`src/rtl/framed_shift_register.sv`:
```
// Bidirectional serial/parallel shift register with rotate and a frame counter pulsing every SIZE shifts.
// p_out/count/frame_done update one edge after load/shift; s_out is combinational; no backpressure, one bit per clock.
module framed_shift_register #(
  parameter int SIZE = 256,
  parameter logic [SIZE-1:0] RESET_VALUE =
    256'h477887da7844557a78545e784ff785487e1578785477887da78445aaaaaaaaaa,
  localparam int CW = (SIZE > 2) ? $clog2(SIZE) : 1
) (
  input  logic            clk,
  input  logic            reset,
  input  logic            load,
  input  logic [SIZE-1:0] p_in,
  input  logic            shift,
  input  logic            dir,
  input  logic            rotate,
  input  logic            s_in,
  output logic            s_out,
  output logic [SIZE-1:0] p_out,
  output logic [CW-1:0]   count,
  output logic            frame_done
);

  localparam logic [CW-1:0] LAST = CW'(SIZE - 1);

  logic [SIZE-1:0] p_out_q, p_out_d;
  logic [CW-1:0]   count_q, count_d;
  logic            frame_done_q, frame_done_d;
  logic            fill_bit;

  // The bit entering the register is the one leaving the far end when rotating.
  assign fill_bit = rotate ? (dir ? p_out_q[0] : p_out_q[SIZE-1]) : s_in;

  always_comb begin
    p_out_d      = p_out_q;
    count_d      = count_q;
    frame_done_d = 1'b0;
    if (load) begin
      p_out_d = p_in;
      count_d = '0;
    end else if (shift) begin
      if (dir) p_out_d = {fill_bit, p_out_q[SIZE-1:1]};
      else     p_out_d = {p_out_q[SIZE-2:0], fill_bit};
      if (count_q == LAST) begin
        count_d      = '0;
        frame_done_d = 1'b1;
      end else begin
        count_d = count_q + CW'(1);
      end
    end
  end

  always_ff @(posedge clk or posedge reset) begin
    if (reset) begin
      p_out_q      <= RESET_VALUE;
      count_q      <= '0;
      frame_done_q <= 1'b0;
    end else begin
      p_out_q      <= p_out_d;
      count_q      <= count_d;
      frame_done_q <= frame_done_d;
    end
  end

  assign s_out      = dir ? p_out_q[0] : p_out_q[SIZE-1];
  assign p_out      = p_out_q;
  assign count      = count_q;
  assign frame_done = frame_done_q;

endmodule
```
`config.mk`:
```
export PLATFORM = sky130hd
export DESIGN_NAME = framed_shift_register
export DESIGN_NICKNAME = d
export VERILOG_FILES = /design/src/rtl/framed_shift_register.sv
export SDC_FILE = /design/constraint.sdc
export NUM_CORES = 1
export LEC_CHECK = 0
export BUFFER_PORTS_ARGS = -buffer_cell sky130_fd_sc_hd__clkbuf_2
export CORE_UTILIZATION = 35
export DETAILED_ROUTE_END_ITERATION = 7
export PLACE_DENSITY = 0.61
export REMOVE_ABC_BUFFERS = 1
export SKIP_CTS_REPAIR_TIMING = 1
export SLEW_MARGIN = 25
export SYNTH_ARGS = -nofsm -noshare
export SYNTH_HDL_FRONTEND = slang
export SYNTH_SLANG_ARGS = --single-unit
```
`constraint.sdc`:
```
create_clock -name clk -period 10.42 [get_ports clk]
set_input_delay 3.126 -clock clk [delete_from_list [all_inputs] [get_ports clk]]
set_output_delay 3.126 -clock clk [all_outputs]
set_load 0.03 [all_outputs]
```
==> run summary <==
Status: completed
Class of the worst hold path: flop to flop
Layout cell share with drive strength beyond 1: 0.3753
Maxcap violations: 0
Initial DRT Pass Iterations: 4
Die Height: 211.3 um
Synth cell types: 31
Yosys reg bits: 265
Gate power share: 0.239
Num CTS Buffers: 34
Net Switching: 1.099 mW
Top-area cell type share of the netlist area: 0.2220
Antenna viol nets, final: 0
First-pass GRT wire length: 72500 um
Crit Reg-Reg Startpoint: count[0]
Via/cell ratio: 5.244
Top post-synthesis cells by area: dfrtp_1 22%, dfstp_2 22%, mux2i_1 17%, a211oi_1 12%, a21o_1 12%
Final Cycle Share: 0.7093
Worst R2R Setup Slack: 8.94 ns
Most frequent cells after synthesis: 259 x nor2_1, 256 x mux2i_1, 255 x a211oi_1, 255 x a21o_1, 136 x dfrtp_1
Min Clock Period, post-route: 7.391 ns
Top Ports: 529
Number of diodes: 0
Root buf cell: clkbuf_16
Rel. slew slack: 0.2612
Post-DP HPWL: 31810 um
# DRC: 0
Clock power frac: 0.366
Largest stage delay, worst path: 0.50 ns
Gr usage total: 0.2034
Die area: 44640 um^2
Clk_lat worst skew: 0.53 ns
GR peak layer: met2
Critical path type: primary input to primary output
Port bufs: 528
Slew @ Worst Pin: 1.108 ns
Internal Dissipation: 2.210 mW
Clk_skew: 0.01252 ns
Area of the mapped netlist: 15330 um^2
Switching Share: 0.3320
DP Cell Count: 2458
Hold path depth: 2
Number of clock sinks: 265
Crit-path leading delay family: buffers and inverters
Max Slew Vio Count: 0
Synth async-reset ratio: 1.000
Required @ worst endpoint: 7.29 ns
Final setup vio count: 0
Vias: 13.23k
Final hold violation count: 0
Crit start category: primary input
H-tree depth: 2
Synthesized area per cell: 10.36 um^2
GRT met1 Usage: 0.2549
Critical path endpoint category: primary output
CP cell instances: buf_8, mux2_2, clkbuf_2
Arrival time at the worst endpoint: 4.27 ns
Met3 Usage GRT: 0.06363
Met2 usage: 0.3271
Worst reg2reg path depth: 4
Chip Width: 211.3 um
Max Root-Sink Buffers: 3
Total gr overflow: 0
Initial antenna violation count: 1
Fmax: 0.1353 GHz
CP Max Fanout: 80
Nets: 2175
Count leader, synth: nor2_1
Mapped Cells: 1480
Register area share after synthesis: 0.4431
Sequential power share: 0.395
Clock-pin slew on the worst setup and hold paths: 0.05 ns
Main synth FF type: dfrtp_1
Number of global-route vias before repair: 12.75k
Final WL: 47020 um
Final Wtd Congestion: 0.8030
Final setup TNS: 0 ns
Syn. warnings: 0
Peak VDD IR: 0.0001445 V
Leakage: 10.19 nW
Worst path slowest cell: buf_8
Starting Density: 0.3551
Core ar.: 43170 um^2
Area leader, netlist: dfrtp_1
Final non-filler cell total: 2522
TritonCTS clock tree: yes
Starting DRC count in detailed routing: 704
Hold EP: count[4]
Post-synth EDFFs: 0
P&R area growth vs syn: 25.08%
Largest net degree at the start of global routing: 234
RSZ-0062 raised after global routing: false
Row cnt: 76
WL/cell: 18.64 um
P per Cell Area: 172.6 nW/um^2
Hold_sp: count[4]
Worst r2r dst: count[6]
CP bufs+invs: 2
-- power by group through the flow --
stage | logic (mW) | clock network [mW] | registers (mW)
6_report | 0.791 | 1.21 | 1.31
2_1_floorplan | 0.276 | 0 | 1.50
3_5_place_dp | 0.791 | 0 | 1.32
4_1_cts | 0.795 | 1.25 | 1.31
3_3_place_gp | 0.778 | 0 | 1.32
5_1_grt | 0.856 | 1.28 | 1.32
-- metrics by stage --
step                total power [mW]  worst slack [ns]  utilization  hold WS [ns]  cell area (um^2)
global placement               2.098             2.979       0.4159        0.5782             17950
global route                   3.464             2.941       0.4442        0.6264             19170
finish                         3.309             3.029       0.4442        0.6062             19170
CTS                            3.353             2.970       0.4428        0.6054             19110
detailed placement             2.115             2.974       0.4159        0.5940             17950
floorplan                      1.775            0.2106            -        0.7107             14430
-- state kept, by name, summed over array words and instances, names as in the netlist --
name / count
count: 8
frame_done: 1
p_out: 256
-- layout by cell type, fill, tap and decap left out, types with 10 or more instances in the layout --
cell and instances:
a211oi_1 255, dfrtp_1 136, clkbuf_2 525, clkbuf_8 10, mux2i_1 256, a21o_1 255, dfstp_2 129, clkbuf_16 37
nor2_1 259
-- per-layer routing --
metal / vias up / part of all wire / wire length [um]
li1: 6344 / - / -
met3: 84 / 0.078 / 3684
met1: 6405 / 0.42 / 19640
met2: 391 / 0.47 / 22180
met4: 2 / 0.032 / 1494
met5: - / 0.00034 / 16
-- worst register-to-register path, cell delays in order (launching register included) --
cell and delay, ns:
dfrtp_1 0.48, ha_1 0.29, nand3_1 0.14, or3_1 0.35
a21oi_1 0.14
-- worst max-delay path by stage --
stage,from,end,slack (ns),cells past startpoint
finish,dir,s_out,3.03,3
global route,dir,s_out,2.94,3
CTS,dir,s_out,2.97,3
detailed placement,dir,s_out,2.97,3
global placement,dir,s_out,2.98,3
floorplan,reset,count[0],0.21,1
-- logic make-up after synthesis --
| family | count (synthesis) | synth area share |
|---|---|---|
| compound gates | 526 | 0.2559 |
| simple gates | 280 | 0.07101 |
| flops | 265 | 0.4431 |
| mux | 258 | 0.1686 |
| buf+inv | 148 | 0.05942 |
| xor+xnor | 2 | 0.001143 |
| fa+ha+maj | 1 | 0.0008161 |
-- final cells by class --
type,instances,area (um^2)
multi-input combinational,1067,7626
fill,4260,24000
clock buffer,54,1090
timing repair buffer,540,2840
inverter,3,23.77
clock inverter,8,70.07
tap,585,732.0
sequential,265,6793
No activity file was read; power rests on OpenSTA's default activity.
